==> src/rtl/instr_fetch_unit_pkg.sv <==
`default_nettype none
// ============================================================================
// Module      : instr_fetch_unit_pkg
// Description : Shared definitions for the instruction fetch unit. Holds the
//               fetch FSM state encoding, the default reset PC and the layout
//               of a fetch-buffer entry {instruction, pc_plus4}.
// Revision    : 1.0 - initial release
// ============================================================================
package instr_fetch_unit_pkg;

    typedef enum logic [1:0] {
        ST_IDLE  = 2'd0,
        ST_FETCH = 2'd1,
        ST_DRAIN = 2'd2
    } fetch_state_e;

    localparam logic [31:0] C_RESET_PC = 32'h0000_0000;

    // Entry layout: [63:32] instruction word, [31:0] fetch address + 4.
    localparam int C_ENTRY_W   = 64;
    localparam int C_INSTR_LSB = 32;

    function automatic logic [C_ENTRY_W-1:0] pack_entry(
        input logic [31:0] instr,
        input logic [31:0] pc_plus4
    );
        return {instr, pc_plus4};
    endfunction

endpackage
`default_nettype wire

==> src/rtl/instr_fetch_unit_fetch_fifo.sv <==
`default_nettype none
// ============================================================================
// Module      : fetch_fifo
// Description : Two-entry FIFO holding fetched {instruction, pc_plus4} entries
//               between the instruction memory and the IF/ID register.
//   Clk      in   clock, rising edge
//   Rst_n    in   asynchronous active-low reset
//   Push     in   write PushData at the tail (ignored when full)
//   PushData in   entry to write
//   Pop      in   drop the head entry (ignored when empty)
//   Flush    in   discard all entries; overrides Push/Pop
//   Count    out  number of valid entries (0..2)
//   Head     out  oldest entry
// Revision    : 1.0 - initial release
// ============================================================================
module fetch_fifo
    import instr_fetch_unit_pkg::*;
#(
    parameter int DEPTH = 2,
    parameter int WIDTH = C_ENTRY_W
) (
    input  logic             Clk,
    input  logic             Rst_n,
    input  logic             Push,
    input  logic [WIDTH-1:0] PushData,
    input  logic             Pop,
    input  logic             Flush,
    output logic [1:0]       Count,
    output logic [WIDTH-1:0] Head
);

    localparam logic [1:0] C_FULL = 2'(DEPTH);

    logic [WIDTH-1:0] r_mem [2];
    logic             r_wr_ptr;
    logic             r_rd_ptr;
    logic [1:0]       r_count;
    logic             w_push_ok;
    logic             w_pop_ok;

    assign w_push_ok = Push && (r_count != C_FULL);
    assign w_pop_ok  = Pop  && (r_count != 2'd0);

    always_ff @(posedge Clk or negedge Rst_n) begin
        if (!Rst_n) begin
            r_mem[0] <= '0;
            r_mem[1] <= '0;
            r_wr_ptr <= 1'b0;
            r_rd_ptr <= 1'b0;
            r_count  <= 2'd0;
        end else if (Flush) begin
            r_wr_ptr <= 1'b0;
            r_rd_ptr <= 1'b0;
            r_count  <= 2'd0;
        end else begin
            if (w_push_ok) begin
                r_mem[r_wr_ptr] <= PushData;
                r_wr_ptr        <= ~r_wr_ptr;
            end
            if (w_pop_ok) begin
                r_rd_ptr <= ~r_rd_ptr;
            end
            r_count <= r_count + {1'b0, w_push_ok} - {1'b0, w_pop_ok};
        end
    end

    assign Count = r_count;
    assign Head  = r_mem[r_rd_ptr];

endmodule
`default_nettype wire

==> src/rtl/instr_fetch_unit.sv <==
`default_nettype none
// ============================================================================
// Module      : instr_fetch_unit
// Description : Instruction fetch stage. Issues one read at a time to the
//               instruction memory, buffers up to two responses and presents
//               the oldest one to the IF/ID register. Redirects flush the
//               buffer; a redirect that catches a read in flight waits in
//               DRAIN for the stale response before fetching again.
//   Clk            in   clock, rising edge
//   Rst_n          in   asynchronous active-low reset
//   IMemReq        out  read request, held until the response cycle
//   IMemAddr       out  word-aligned read address
//   IMemValid      in   response valid for the outstanding request
//   IMemData       in   response instruction word
//   Redirect       in   branch/jump redirect
//   RedirectPC     in   redirect target (low two bits ignored)
//   Stall          in   IF/ID holds its contents this cycle
//   FetchValid     out  InstructionOut/PCAdderOut are valid
//   InstructionOut out  fetched instruction
//   PCAdderOut     out  fetch address of that instruction + 4
// Revision    : 1.0 - initial release
// ============================================================================
module instr_fetch_unit
    import instr_fetch_unit_pkg::*;
#(
    parameter logic [31:0] RESET_PC  = C_RESET_PC,
    parameter int          BUF_DEPTH = 2
) (
    input  logic        Clk,
    input  logic        Rst_n,
    output logic        IMemReq,
    output logic [31:0] IMemAddr,
    input  logic        IMemValid,
    input  logic [31:0] IMemData,
    input  logic        Redirect,
    input  logic [31:0] RedirectPC,
    input  logic        Stall,
    output logic        FetchValid,
    output logic [31:0] InstructionOut,
    output logic [31:0] PCAdderOut
);

    localparam logic [1:0] C_DEPTH = 2'(BUF_DEPTH);

    fetch_state_e         r_state;
    fetch_state_e         w_state_next;
    logic [31:0]          r_pc;
    logic [31:0]          w_pc_next;
    logic                 r_req;
    logic                 w_req_next;
    // Set once the current request has been visible to memory for a full
    // cycle; a response is only legal from then on, so anything earlier
    // (e.g. a leftover from before reset) is ignored.
    logic                 r_issued;
    logic [1:0]           w_count;
    logic [1:0]           w_count_next;
    logic [C_ENTRY_W-1:0] w_head;
    logic                 w_accept;
    logic                 w_push;
    logic                 w_pop;
    logic                 w_fetch_valid;
    logic [31:0]          w_redirect_pc;
    logic [31:0]          w_pc_plus4;
    logic                 w_unused_redirect_lsbs;

    assign w_redirect_pc          = {RedirectPC[31:2], 2'b00};
    assign w_unused_redirect_lsbs = ^RedirectPC[1:0];
    assign w_pc_plus4             = r_pc + 32'd4;

    assign w_fetch_valid = (w_count != 2'd0);
    assign w_accept      = (r_state == ST_FETCH) && r_req && r_issued && IMemValid;
    assign w_push        = w_accept && !Redirect;
    assign w_pop         = w_fetch_valid && !Stall;
    // Occupancy after this edge; decides whether a fresh request has room.
    assign w_count_next  = Redirect ? 2'd0
                                    : (w_count + {1'b0, w_push} - {1'b0, w_pop});

    fetch_fifo #(
        .DEPTH (BUF_DEPTH),
        .WIDTH (C_ENTRY_W)
    ) u_fetch_fifo (
        .Clk      (Clk),
        .Rst_n    (Rst_n),
        .Push     (w_push),
        .PushData (pack_entry(IMemData, w_pc_plus4)),
        .Pop      (w_pop),
        .Flush    (Redirect),
        .Count    (w_count),
        .Head     (w_head)
    );

    always_comb begin
        w_state_next = r_state;
        w_pc_next    = r_pc;
        w_req_next   = 1'b0;
        case (r_state)
            ST_IDLE: begin
                w_state_next = ST_FETCH;
                w_req_next   = 1'b1;
            end
            ST_FETCH: begin
                if (Redirect) begin
                    w_pc_next = w_redirect_pc;
                    if (r_req && !w_accept) begin
                        // Read still in flight: its response must be swallowed.
                        w_state_next = ST_DRAIN;
                    end else begin
                        // A response landing now is discarded; drop the
                        // request for one edge before fetching the target.
                        w_req_next = !r_req;
                    end
                end else if (r_req) begin
                    w_req_next = !w_accept;
                    if (w_accept) begin
                        w_pc_next = w_pc_plus4;
                    end
                end else begin
                    w_req_next = (w_count_next < C_DEPTH);
                end
            end
            ST_DRAIN: begin
                if (Redirect) begin
                    w_pc_next = w_redirect_pc;
                end
                if (IMemValid) begin
                    w_state_next = ST_FETCH;
                    w_req_next   = 1'b1;
                end
            end
            default: begin
                w_state_next = ST_IDLE;
            end
        endcase
    end

    always_ff @(posedge Clk or negedge Rst_n) begin
        if (!Rst_n) begin
            r_state  <= ST_IDLE;
            r_pc     <= RESET_PC;
            r_req    <= 1'b0;
            r_issued <= 1'b0;
        end else begin
            r_state  <= w_state_next;
            r_pc     <= w_pc_next;
            r_req    <= w_req_next;
            r_issued <= r_req && w_req_next;
        end
    end

    assign IMemReq        = r_req;
    assign IMemAddr       = r_pc;
    assign FetchValid     = w_fetch_valid;
    assign InstructionOut = w_fetch_valid ? w_head[C_ENTRY_W-1:C_INSTR_LSB] : 32'd0;
    assign PCAdderOut     = w_fetch_valid ? w_head[C_INSTR_LSB-1:0]         : 32'd0;

endmodule
`default_nettype wire

==> config.mk <==
export PLATFORM = sky130hd
export DESIGN_NAME = instr_fetch_unit
export DESIGN_NICKNAME = d
export VERILOG_FILES = /design/src/rtl/instr_fetch_unit_pkg.sv /design/src/rtl/instr_fetch_unit_fetch_fifo.sv /design/src/rtl/instr_fetch_unit.sv
export SDC_FILE = /design/constraint.sdc
export NUM_CORES = 1
export LEC_CHECK = 0
export ABC_AREA = 1
export BUFFER_PORTS_ARGS = -buffer_cell sky130_fd_sc_hd__clkbuf_2
export CAP_MARGIN = 20
export CORE_ASPECT_RATIO = 1.75
export CORE_MARGIN = 4
export CORE_UTILIZATION = 50
export DETAILED_ROUTE_END_ITERATION = 12
export GPL_ROUTABILITY_DRIVEN = 0
export PLACE_DENSITY = 0.76
export SYNTH_ARGS = -nofsm -noshare
export SYNTH_HDL_FRONTEND = slang
export SYNTH_SLANG_ARGS = --single-unit
==> constraint.sdc <==
create_clock -name Clk -period 4.4 [get_ports Clk]
set_input_delay 0.88 -clock Clk [delete_from_list [all_inputs] [get_ports Clk]]
set_output_delay 0.88 -clock Clk [all_outputs]
set_load 0.005 [all_outputs]
==> After elaboration in Yosys (flattened, before gate mapping) <==
Cells that the tools add are included.
{ "totals": {"word_cells": 82, "inputBits": 69, "reg_bits": 168} }
{ "classes": {"n_addsub": 5, "reduce_logical": 22, "n_eq_ne": 9, "magnitude_cmp": 4, "bitwise": 5, "n_mux": 28} }
{ "ops": {"columns": ["cell", "n"], "rows": [
  ["64-bit 2-to-1 mux", 4],
  ["32-bit 2-to-1 mux", 6],
  ["128-bit bitwise mux", 1],
  ["64-bit demux with 1-bit select", 1],
  ["32-bit one-hot mux with 2 select lines", 1],
  ["32-bit by 3-bit adder with 32-bit output, second input constant", 1],
  ["1-bit logical AND", 10],
  ["2-bit 2-to-1 mux", 5],
  ["1-bit 2-to-1 mux", 8],
  ["2-bit != test, second input constant", 4],
  ["2-bit nonzero test", 4],
  ["3-bit != test, second input constant", 2],
  ["2-bit one-hot mux with 3 select lines", 1],
  ["2-bit by 1-bit adder with 2-bit output", 2],
  ["2-bit greater-or-equal comparator, second input constant", 2],
  ["1-bit zero test", 4],
  ["1-bit NOT with 2-bit output", 2],
  ["4-bit AND reduction", 1],
  ["2-bit by 1-bit subtractor with 2-bit output", 2],
  ["1-bit NOT", 3],
  ["1-bit one-hot mux with 3 select lines", 1],
  ["3-bit AND reduction", 1],
  ["2-bit by 1-bit == test with 1-bit output, second input constant", 1],
  ["2-bit == test, second input constant", 1],
  ["other kinds (5)", 5]
]} }

==> Depth between registers and ports, before layout <==
{ "depth": {"ltp_word": 13, "ltp_mapped": 14} }

==> Cells and area by module <==
Synthesis repeated with hierarchy kept, for this count alone.
{ "hier_totals": {"cells_unflattened": 1401, "area_unflattened_um2": 9641.7} }
{ "by_module_without_submodules": {"columns": ["mod", "n_inst", "area_per_inst_um2", "cells_per_inst"], "rows": [
  ["fetch_fifo", 1, 6369.9, 809],
  ["instr_fetch_unit", 1, 3271.9, 592]
]} }

==> Worst setup path before layout <==
OpenSTA, ideal clock, no wires.
{ "synth_timing": {"path_kind": "input to register", "start": "input port IMemValid", "end": "register r_issued", "path_buffers": 0, "path_slack_ns": 2.320, "arrival_time_ns": 1.965, "cell_stages": 12, "path_cell_list": "nand4_1 > nor2_2 > inv_1 > ha_1 > nor2_1 > inv_1 > nand2_1 > nand3_1 > nand2_1 > nand2_1 > nand2_1 > nor2_1"} }
{ "synth_via": {"elab_chain_cells": 10} }
{ "synth_rtl": {"columns": ["item", "line", "text"], "rows": [
  ["from (decl)", "instr_fetch_unit.sv:33", "input logic IMemValid,"],
  ["1-bit logical AND", "instr_fetch_unit.sv:71", "assign w_accept = (r_state == ST_FETCH) && r_req && r_issued && IMemValid;"],
  ["1-bit logical AND", "instr_fetch_unit.sv:72", "assign w_push = w_accept && !Redirect;"],
  ["2-bit by 1-bit adder with 2-bit output", "instr_fetch_unit.sv:76", ": (w_count + {1'b0, w_push} - {1'b0, w_pop});"],
  ["2-bit by 1-bit subtractor with 2-bit output", "instr_fetch_unit.sv:76", null],
  ["2-bit 2-to-1 mux", "instr_fetch_unit.sv:75", "assign w_count_next = Redirect ? 2'd0"],
  ["2-bit < comparator", "instr_fetch_unit.sv:118", "w_req_next = (w_count_next < C_DEPTH);"],
  ["1-bit 2-to-1 mux", "instr_fetch_unit.sv:112", "end else if (r_req) begin"],
  ["1-bit 2-to-1 mux", "instr_fetch_unit.sv:102", "if (Redirect) begin"],
  ["1-bit one-hot mux with 3 select lines *", "instr_fetch_unit.sv:96", "case (r_state)"],
  ["1-bit logical AND *", "instr_fetch_unit.sv:146", "r_issued <= r_req && w_req_next;"],
  ["to (signal assigned)", "instr_fetch_unit.sv:146", null],
  ["to (decl)", "instr_fetch_unit.sv:54", "logic r_issued;"]
]} }
Mark *: on every way between the ends. The rest lies on a longest branch, timed or not.
A chain may end at the register's enable or synchronous reset.

==> Worst setup path after layout <==
{ "layout_timing": {"start": "register u_fetch_fifo.r_count[1] (netlist: u_fetch_fifo.Count[1])", "end": "output port InstructionOut[2]"} }
{ "layout_via": {"elab_chain_cells": 2} }
{ "layout_rtl": {"columns": ["item", "line", "text"], "rows": [
  ["from (decl)", "instr_fetch_unit_fetch_fifo.sv:37", "logic [1:0] r_count;"],
  ["from (signal assigned)", "instr_fetch_unit_fetch_fifo.sv:63", "r_count <= r_count + {1'b0, w_push_ok} - {1'b0, w_pop_ok};"],
  ["2-bit nonzero test", "instr_fetch_unit.sv:70", "assign w_fetch_valid = (w_count != 2'd0);"],
  ["32-bit 2-to-1 mux", "instr_fetch_unit.sv:153", "assign InstructionOut = w_fetch_valid ? w_head[C_ENTRY_W-1:C_INSTR_LSB] : 32'd0;"],
  ["to (decl)", "instr_fetch_unit.sv:39", "output logic [31:0] InstructionOut,"]
]} }
No other way between the ends.

==> key figures <==
Outcome
  – Status: finished clean

Global routing
  – First-pass GRT wire length: 36090 um
  – Vias in the first global route: approximately 7400
  – Overflow after GRT: 0
  – Largest net degree at the start of global routing: 96
  – Global Route Usage Sum: 23.35%
  – Initial antenna violation count: 0

Clock tree
  – TritonCTS buffer count: 17
  – Postcts setup bufs: 0
  – TritonCTS clock tree: yes
  – Insertion delay to the later sink of the worst-skew pair: between 0.4 and 0.5 ns
  – Post-CTS sizing: 0
  – Clock Tree Root: clkbuf_16
  – H-Tree Depth: 4
  – Worst-case clock buffer depth: 2
  – Clock transition at the registers of the reported paths: 0.06 ns
  – Cts hold-fix bufs: 0
  – Clock sinks: roughly 160

Timing
  – Final Hold Vio Count: 0
  – Fin. max-slew vios: 0
  – Period minus WS final: 3.241 ns
  – Final-report setup violation count: 0
  – Worst-margin pin slew: 0.9055 ns
  – Sum of negative setup slack: 0 ns
  – WHS: 0.4637 ns
  – Fmax: 0.3086 GHz
  – Final worst path period share: 73.65%
  – Rel. slew slack: 39.63%
  – Fin worst setup slack: roughly 1.2 ns
  – Final clock skew: 0.01380 ns
  – RSZ-0062 raised after global routing: false

Logic synthesis
  – Synth Area in Simple Gates: 26.61%
  – Synth top cells by count: 421 x nand2_1, 162 x dfrtp_1, 105 x inv_1
  – Ys flop type: dfrtp_1
  – Proportion of synthesized area in mux cells: 0%
  – Ys Warns: 0
  – Synth area leaders: dfrtp_1 48%, nand2_1 19%, a21oi_1 5.0%
  – EDFF count, synth: 0
  – Compound-Gate Fraction of Synth Area: 13.68%
  – XOR/XNOR Fraction of Synth Area: 1.246%
  – Most frequent cell after synthesis: nand2_1
  – Adder-cell share of the synthesized area: 1.335%
  – Largest family of logic cells by synthesized area: simple AND/OR/NAND/NOR gates
  – Mapped Area: 8434 um2
  – Leading area contributor after synthesis: dfrtp_1
  – Yosys cell types: 29
  – Post-synthesis sequential area ratio: 48.06%
  – Mapped Cells: 1153
  – Post-synthesis average cell area: 7.315 um2
  – Synth top area share: slightly below 50%
  – FFs w/ async S/R, synth: 100.0%
  – Post-synthesis sequential element count: ~160

Routing
  – Final WL: 21690 um
  – Post-route DRC: 0
  – DR pass1 iterations: 5
  – Antenna-violating nets left: 0
  – Detailed-route via count: 7781
  – Post-DR vias/cell: 5.116
  – Starting DRT DRC Count: 544
  – Drt wl/cell: between 10 and 15 um

Final layout
  – # fillers: between 1500 and 2000
  – ANT cells: 0
  – Fin nets: 1362
  – Layout cells sized above 1: 16.81%
  – Fin area: 9849 um2
  – Area Overhead vs Synth: 16.78%

Job
  – Max Cap Viol: 0

Placement
  – DP Worst Slack: 1.584 ns
  – Cell Area, Placed: between 9000 and 10000 um2
  – DP HPWL: 14980 um
  – Port Buffers: 160

Die
  – # IOs: 167
  – # rows: slightly above 60
  – Chip width: 106.2 um
  – Starting Density: 51.04%
  – Die height: ~180 um
  – Die area: 19090 um2
  – Placeable Area: 16520 um2

Power
  – Pwr per Cell Area: 603.6 nW/um2
  – Max VDD drop: 0.0003770 V
  – Static leakage: 5.262 nW
  – Total power: 5.945 mW

Min path
  – Hold Path Stages: 2
  – Min-Delay Startpoint: u_fetch_fifo.r_mem[120]$_DFFE_PN0P_
  – Hold Crit Class: reg -> reg
  – WHS Endpoint: u_fetch_fifo.r_mem[120]$_DFFE_PN0P_

Worst setup path
  – RR Endpoint: u_fetch_fifo.r_mem[20]$_DFFE_PN0P_
  – Kind of end point of the critical path: output pin
  – R2R cell count: 10
  – WP data arrival: 2.36 ns
  – CP startpoint kind: register
  – Setup CP Type: reg -> out
  – R2R setup slack: 1.95 ns
  – R2R Path Start: r_state[1]$_DFFE_PN0P_
  – CP Max Fanout: 21
  – WP data required: 3.52 ns
-- routing by layer --
metal / up-vias / track usage, % / wire length (um)
met4: 0 / 11.62 / 874
li1: 3872 / - / -
met5: - / 0 / 0
met2: 224 / 41.02 / 11210
met3: 51 / 3.374 / 945
met1: 3634 / 27.46 / 8662
-- where the power goes --
group	total, mW	leakage [nW]	internal (mW)	switching [mW]
Clock	1.42	0.270	0.812	0.604
Sequential	2.31	1.85	1.87	0.441
Combinational	2.22	3.14	0.785	1.44
Total	5.95	5.26	3.46	2.48
-- critical path, stage by stage, from the launching register on --
cell and delay (ns):
dfrtp_1 0.45, nor2_1 0.13, inv_1 0.48, buf_4 0.36, o21ai_0 0.13, a21oi_1 0.24, clkbuf_2 0.16
-- how the worst max path moves through the flow --
stage	cells after the start	to	slack [ns]	start
after floorplan	12	r_issued$_DFF_PN0_	2.32	IMemValid
after global placement	6	PCAdderOut[22]	1.64	u_fetch_fifo.Count[1]$_DFF_PN0_
after detailed placement	6	PCAdderOut[23]	1.58	u_fetch_fifo.Count[1]$_DFF_PN0_
after CTS	6	PCAdderOut[23]	1.12	u_fetch_fifo.Count[1]$_DFF_PN0_
after global routing	6	PCAdderOut[23]	0.95	u_fetch_fifo.Count[1]$_DFF_PN0_
final	6	InstructionOut[2]	1.16	u_fetch_fifo.Count[1]$_DFF_PN0_
-- cells by family (layout without fill, tap and decap cells) --
family,Yosys count,after routing
simple gates,569,569
compound gates,228,228
buf+inv,172,313
flops,162,162
xor+xnor,12,12
fa+ha+maj,9,9
other cells,1,4
-- final cells by class --
cell class	count	area, um2	share of cell area (%)
Clock inverter	11	102.6	1.042
Inverter	110	412.9	4.192
Clock buffer	21	460.4	4.675
Sequential cell	162	4058	41.20
Multi-Input combinational cell	822	3633	36.89
Tap cell	224	280.3	2.846
Timing Repair Buffer	171	902.1	9.159
-- registers in the layout, summed over array words and instances (netlist names) --
register	cells
IMemAddr	30
IMemReq	1
r_issued	1
r_state	2
u_fetch_fifo.Count	2
u_fetch_fifo.r_mem	124
u_fetch_fifo.r_rd_ptr	1
u_fetch_fifo.r_wr_ptr	1
-- stage by stage --
step / utilization, % / instances
3_5_place_dp: 56.20 / 1489
3_3_place_gp: 56.20 / 1489
4_1_cts: 59.61 / 1521
6_report: 59.61 / 1521
5_1_grt: 59.61 / 1521
2_1_floorplan: - / 1156
-- cell usage in the layout (no fill, tap or decap), types with 2 or more instances in the layout --
master,n
inv_6,3
clkinv_2,3
nor2_1,96
clkbuf_2,159
clkbuf_16,17
buf_4,10
conb_1,4
xor2_1,5
o21ai_1,63
nand3b_1,3
a31oi_1,4
nor2_2,3
o21ai_0,73
nand3_1,36
a21oi_1,85
nor2_4,4
clkinvlp_4,3
clkbuf_1,2
ha_1,9
clkbuf_8,2
inv_1,105
nand2_2,3
xnor2_1,7
inv_2,5
dfrtp_1,161
nand2_1,421
Power figures use the tool's default switching activity.
